==> src/rtl/rates_msg_scheduler.sv <==
// rates_msg_scheduler: message-granular round-robin egress arbiter with a
// per-port signed byte-credit token bucket. A port may start a message only
// when its bucket covers one full beat; once granted, the message runs to its
// last beat regardless of credit, enable or rate changes.
module rates_msg_scheduler #(
  parameter int NUM_PORTS           = 4,
  parameter int DATA_WIDTH_IN_BYTES = 16,
  parameter int RATE_W              = 8,
  parameter int BKT_W               = 16
) (
  input  logic                                     clk,
  input  logic                                     rst_n,
  input  logic [NUM_PORTS-1:0]                     cfg_enable,
  input  logic [NUM_PORTS*RATE_W-1:0]              cfg_rate,
  input  logic [NUM_PORTS-1:0]                     in_valid,
  input  logic [NUM_PORTS-1:0]                     in_last,
  input  logic [NUM_PORTS*DATA_WIDTH_IN_BYTES*8-1:0] in_data,
  output logic [NUM_PORTS-1:0]                     in_ready,
  output logic                                     out_valid,
  output logic                                     out_last,
  output logic [DATA_WIDTH_IN_BYTES*8-1:0]         out_data,
  input  logic                                     out_ready,
  output logic [$clog2(NUM_PORTS)-1:0]             out_port,
  output logic                                     busy,
  output logic [31:0]                              msg_cnt
);

  localparam int DWB   = DATA_WIDTH_IN_BYTES * 8;
  localparam int PW    = $clog2(NUM_PORTS);
  // Two guard bits: bucket + rate - cost cannot overflow before saturation.
  localparam int SUM_W = BKT_W + 2;

  localparam logic signed [BKT_W-1:0] BUCKET_MAX = {1'b0, {(BKT_W-1){1'b1}}};
  localparam logic signed [BKT_W-1:0] BUCKET_MIN = {1'b1, {(BKT_W-1){1'b0}}};
  localparam logic signed [BKT_W-1:0] BEAT_COST  = BKT_W'(DATA_WIDTH_IN_BYTES);
  localparam logic signed [SUM_W-1:0] SUM_MAX    = {2'b00, BUCKET_MAX};
  localparam logic signed [SUM_W-1:0] SUM_MIN    = {2'b11, BUCKET_MIN};
  localparam logic signed [SUM_W-1:0] COST_EXT   = SUM_W'(DATA_WIDTH_IN_BYTES);

  typedef enum logic {
    ST_IDLE = 1'b0,
    ST_BUSY = 1'b1
  } state_e;

  state_e                  state_q, state_d;
  logic [PW-1:0]           grant_q, grant_d;
  logic [PW-1:0]           rr_q, rr_d;
  logic [31:0]             msg_cnt_q, msg_cnt_d;
  logic signed [BKT_W-1:0] bucket_q [NUM_PORTS];
  logic signed [BKT_W-1:0] bucket_d [NUM_PORTS];

  logic [DWB-1:0]          data_arr [NUM_PORTS];
  logic [NUM_PORTS-1:0]    eligible;
  logic [NUM_PORTS-1:0]    accept;
  logic                    pick_found;
  logic [PW-1:0]           pick_idx;
  logic [PW-1:0]           grant_inc;

  // Per-port datapath: data slicing, start eligibility and credit next-state.
  for (genvar gi = 0; gi < NUM_PORTS; gi++) begin : g_port
    logic signed [SUM_W-1:0] bkt_ext;
    logic signed [SUM_W-1:0] rate_ext;
    logic signed [SUM_W-1:0] cost_ext;
    logic signed [SUM_W-1:0] sum;

    assign data_arr[gi] = in_data[gi*DWB +: DWB];
    assign eligible[gi] = cfg_enable[gi] & in_valid[gi] & (bucket_q[gi] >= BEAT_COST);
    assign accept[gi]   = in_valid[gi] & in_ready[gi];

    // Refill and debit land in the same cycle; the result saturates both ways
    // so a long message can leave a carried deficit but never wrap.
    assign bkt_ext  = {{2{bucket_q[gi][BKT_W-1]}}, bucket_q[gi]};
    assign rate_ext = {{(SUM_W-RATE_W){1'b0}}, cfg_rate[gi*RATE_W +: RATE_W]};
    assign cost_ext = accept[gi] ? COST_EXT : '0;
    assign sum      = bkt_ext + rate_ext - cost_ext;
    assign bucket_d[gi] = (sum > SUM_MAX) ? BUCKET_MAX :
                          (sum < SUM_MIN) ? BUCKET_MIN :
                          sum[BKT_W-1:0];
  end

  // Round-robin search: first eligible port at or after the pointer, wrapping.
  always_comb begin
    int cand;
    pick_found = 1'b0;
    pick_idx   = '0;
    cand       = 0;
    for (int k = 0; k < NUM_PORTS; k++) begin
      cand = int'(rr_q) + k;
      if (cand >= NUM_PORTS) begin
        cand = cand - NUM_PORTS;
      end
      if (!pick_found && eligible[PW'(cand)]) begin
        pick_found = 1'b1;
        pick_idx   = PW'(cand);
      end
    end
  end

  assign grant_inc = (grant_q == PW'(NUM_PORTS - 1)) ? '0 : grant_q + 1'b1;

  // FSM next-state and egress mux: IDLE arbitrates, BUSY forwards the granted port.
  always_comb begin
    state_d   = state_q;
    grant_d   = grant_q;
    rr_d      = rr_q;
    msg_cnt_d = msg_cnt_q;
    in_ready  = '0;
    out_valid = 1'b0;
    out_last  = 1'b0;
    out_data  = '0;
    case (state_q)
      ST_IDLE: begin
        if (pick_found) begin
          grant_d = pick_idx;
          state_d = ST_BUSY;
        end
      end
      ST_BUSY: begin
        out_valid          = in_valid[grant_q];
        out_last           = in_last[grant_q];
        out_data           = data_arr[grant_q];
        in_ready[grant_q]  = out_ready;
        if (in_valid[grant_q] && out_ready && in_last[grant_q]) begin
          msg_cnt_d = msg_cnt_q + 32'd1;
          rr_d      = grant_inc;
          state_d   = ST_IDLE;
        end
      end
      default: state_d = ST_IDLE;
    endcase
  end

  // Control state registers; reset drops any in-flight message.
  always_ff @(posedge clk or negedge rst_n) begin
    if (!rst_n) begin
      state_q   <= ST_IDLE;
      grant_q   <= '0;
      rr_q      <= '0;
      msg_cnt_q <= '0;
    end else begin
      state_q   <= state_d;
      grant_q   <= grant_d;
      rr_q      <= rr_d;
      msg_cnt_q <= msg_cnt_d;
    end
  end

  // Credit buckets start full so every port can send immediately after reset.
  always_ff @(posedge clk or negedge rst_n) begin
    if (!rst_n) begin
      for (int i = 0; i < NUM_PORTS; i++) begin
        bucket_q[i] <= BUCKET_MAX;
      end
    end else begin
      for (int i = 0; i < NUM_PORTS; i++) begin
        bucket_q[i] <= bucket_d[i];
      end
    end
  end

  assign busy     = (state_q == ST_BUSY);
  assign out_port = grant_q;
  assign msg_cnt  = msg_cnt_q;

endmodule

==> config.mk <==
export PLATFORM = sky130hd
export DESIGN_NAME = rates_msg_scheduler
export DESIGN_NICKNAME = d
export VERILOG_FILES = /design/src/rtl/rates_msg_scheduler.sv
export SDC_FILE = /design/constraint.sdc
export NUM_CORES = 1
export LEC_CHECK = 0
export ABC_AREA = 0
export CORE_AREA = 2 2 284 286
export CTS_CLUSTER_SIZE = 40
export DETAILED_ROUTE_END_ITERATION = 8
export DIE_AREA = 0 0 286 288
export GPL_ROUTABILITY_DRIVEN = 0
export MAX_ROUTING_LAYER = met4
export PLACE_DENSITY = 0.46
export SLEW_MARGIN = 20
export SYNTH_ARGS = -nofsm -noshare
export SYNTH_HDL_FRONTEND = slang
export SYNTH_SLANG_ARGS = --single-unit
==> constraint.sdc <==
create_clock -name clk -period 7.05 [get_ports clk]
set_input_delay 1.41 -clock clk [delete_from_list [all_inputs] [get_ports clk]]
set_output_delay 1.41 -clock clk [all_outputs]
set_load 0.005 [all_outputs]
==> impl_metrics.py <==
metrics = {
    "pwr": {
        "power_leakage_nw": 8.12,
        "peakVddDrop_v": 0.000181,
        "power.density_nw_per_um2": 416,
    },
    "critical_path": {
        "setup.worst_path.end_class": "flip-flop",
        "rr_startpoint": "out_port[0]$_DFFE_PN0P_",
        "cpPeakStageDelay_ns": 0.71,
        "cp.required_ns": 7.32,
        "critical_path.startpoint": "out_ready",
        "start_kind": "primary input",
        "arrival_ns": 5.50,
        "path_cells": "clkdlybuf4s50_1 > and3_1 > and2_1 > fa_1 > inv_1 > ha_1 > o21a_1 > o31ai_2 > a211oi_2 > o31ai_1 > a21boi_1 > nor2_1 > nor4b_4 > o21ai_0",
        "path_class": "in2reg",
        "crit_fanout": 15,
        "cpMaxStageDelayCell": "nor4b_4",
    },
    "worst_hold_path": {
        "hp-start": "msg_cnt[31]$_DFFE_PN0P_",
        "hold_class": "reg2reg",
    },
    "route": {
        "viasPerCell": 4.27,
        "firstDrtPassIters": 7,
        "drc": 0,
        "wirelength_mm": 84.8,
        "ant_nets": 0,
        "drt_first_iter_violations": 683,
        "vias": 13000,
        "routedWlPerCell_um": 27.9,
    },
    "layout": {
        "nNetsFinal": 2606,
        "stdcell_area_sq_um": 21000,
        "multi_input_area_sq_um": 8640,
        "final.fill_count": 8528,
        "syn2layout_area_growth_pct": 72.9,
        "ff_latch_area_sq_um": 2610,
        "final_core_util_pct": 26.3,
        "drive_gt1_share_pct": 13.0,
    },
    "run": {
        "max-cap-violations": 0,
    },
    "yosys": {
        "synth_edf_count": 0,
        "ys.warnings.count": 0,
        "async_flop_share_pct": 100,
        "synth_ff_type": "dfstp_2",
        "syn-cell-area_sq_um": 12100,
        "syn-num-nets": 1915,
        "ys_ff_latch": 101,
        "synth_cell_types": 78,
        "syn_area_per_cell_sq_um": 9.79,
        "synthCells": 1239,
        "ys_seq_area_share_pct": 21.5,
    },
    "timing": {
        "setup_violations": 0,
        "fin_skew_ns": 0.0131,
        "finalSetupTns_ns": 0,
        "slew_violations": 0,
        "grt_setup_unrepaired": "false",
        "worst_slack_ns": 1.81,
        "holdWs_ns": 0.487,
        "min_period_over_period_pct": 74.3,
        "hold_violations": 0,
        "max_clock_freq_mhz": 191,
        "min_period_ns": 5.24,
        "slew_headroom_pct": 31.9,
        "tightest_slew_ns": 1.02,
    },
    "placed_design": {
        "dp_hpwl_mm": 75.5,
        "portBuffers": 727,
        "pre_cts_ws_ns": 1.47,
        "placed_cell_area_sq_um": 20600,
    },
    "clocking": {
        "post_cts_buffers": 0,
        "cts_made_buffers": 9,
        "worstSkewPairLatency_ns": 0.38,
        "cts_tree": "done",
        "path_clk_slew_ns": 0.08,
        "clock_tree.root_cell": "clkbuf_16",
        "post_cts_resized": 0,
        "ctsHoldBuffers": 0,
        "numClockSinks": 101,
        "htreeDepth": 3,
        "clockBufferDepth": 2,
    },
    "global_route": {
        "grt_pass1_vias": 13400,
        "antenna_found_initial": 70,
        "grt_use_total_pct": 20.3,
        "grt_max_degree": 95,
        "grt_remaining_overflow": 0,
        "grt_pass1_wl_mm": 111,
    },
    "die": {
        "coreArea_sq_um": 79600,
        "dieArea_sq_um": 82400,
        "start_util_pct": 15.2,
        "die_x_um": 286,
        "pin_count": 728,
        "num_rows": 104,
        "die_h_um": 288,
    },
    "run_status": {
        "status": "completed",
    },
}
logic make-up (layout without fill, tap and decap cells):
kind of cell	count (synthesis)	in the layout	synth area share, %
other cells	0	40	0
compound gates	207	207	11.1
fa+ha+maj	117	117	12.3
mux	135	135	24.6
simple gates	381	381	17.9
buf+inv	225	921	7.34
flops	101	101	21.5
xor+xnor	73	73	5.27
worst max-delay path, delay by kind of cell:
kind | cells | cell delay (ns)
AO/OA/AOI/OAI | 6 | 1.24
adder cells (fa/ha/maj) | 2 | 0.79
buffers and inverters | 2 | 0.62
AND/OR/NAND/NOR | 4 | 1.43
worst paths after layout:
kind / cells after the start / to / slack [ns]
max: 14 / bucket_q[10]$_DFF_PN1_ / 1.81
min: 1 / msg_cnt[31]$_DFFE_PN0P_ / 0.49
max reg2reg: 15 / bucket_q[30]$_DFF_PN1_ / 2.43
min reg2reg: 1 / msg_cnt[31]$_DFFE_PN0P_ / 0.49
max in group asynchronous: 2 / out_port[0]$_DFFE_PN0P_ / 4.62
min in group asynchronous: 1 / msg_cnt[29]$_DFFE_PN0P_ / 0.97
sequential cells by signal, summed over array words and instances, names as in the netlist:
name	flops
rr_q	2
bucket_q	64
msg_cnt	32
busy	1
out_port	2
layout by cell type, fill, tap and decap left out, types with 4 or more instances in the layout:
cell type	count
diode_2	40
nor2b_1	13
and2_1	136
fa_1	4
o21ai_0	73
o21bai_1	8
nor4_1	8
mux4_2	130
and3_1	9
clkbuf_16	9
o31ai_1	10
nand2b_1	14
xor2_1	31
nor2_1	57
nand4_1	12
dfstp_2	60
a21oi_1	46
xnor2_1	42
inv_1	171
nor3_1	22
mux2_2	4
or4_1	4
o21a_1	13
clkdlybuf4s50_1	726
a211oi_1	8
buf_4	7
nand3_1	22
nand2_1	53
dfrtp_1	38
a21o_1	6
ha_1	113
area by class of cell:
class	count	area share, %
Multi-Input combinational cell	913	41.2
Timing Repair Buffer	734	35.0
Sequential cell	101	12.5
Tap cell	1060	6.32
Inverter	171	3.06
Clock buffer	9	1.07
Antenna cell	40	0.477
Clock inverter	7	0.418
synthesized netlist by cell type, types with 4 or more instances:
cell type / n / area [sq um]
a211oi_1: 8 / 60.1
a21o_1: 6 / 45.0
a21oi_1: 46 / 230
and2_1: 136 / 851
and3_1: 9 / 56.3
buf_1: 6 / 22.5
buf_2: 11 / 55.1
clkbuf_1: 30 / 113
dfrtp_1: 41 / 1030
dfstp_2: 60 / 1580
fa_1: 4 / 80.1
ha_1: 113 / 1410
inv_1: 171 / 642
mux2_2: 4 / 45.0
mux4_2: 130 / 2930
nand2_1: 53 / 199
nand2b_1: 14 / 87.6
nand3_1: 22 / 110
nand4_1: 12 / 75.1
nor2_1: 57 / 214
nor2b_1: 13 / 81.3
nor3_1: 22 / 110
nor4_1: 8 / 50.1
o21a_1: 13 / 97.6
o21ai_0: 73 / 365
o21bai_1: 8 / 60.1
o31ai_1: 10 / 75.1
or4_1: 4 / 30.0
xnor2_1: 42 / 368
xor2_1: 31 / 272
per-layer routing:
layer  wire length (um)  share of wire (%)  track usage (%)  vias up
met5                  0                  0                -        -
li1                   -                  -                -     5869
met2              39900                 47             32.0      653
met4               1430                1.7             4.44        0
met1              34400                 41             23.7     6366
met3               9050                 11             8.89       81
where the power goes:
group,internal [mW],switching (mW)
clock,0.286,0.269
sequential,1.01,0.255
combinational,3.36,3.54
stage by stage:
step / total power [mW] / instances
2_1_floorplan: 5.46 / 1239
3_5_place_dp: 8.23 / 2979
3_3_place_gp: 8.11 / 2979
5_1_grt: 9.50 / 3030
4_1_cts: 8.85 / 2995
6_report: 8.72 / 3035
Power figures use the tool's default switching activity.
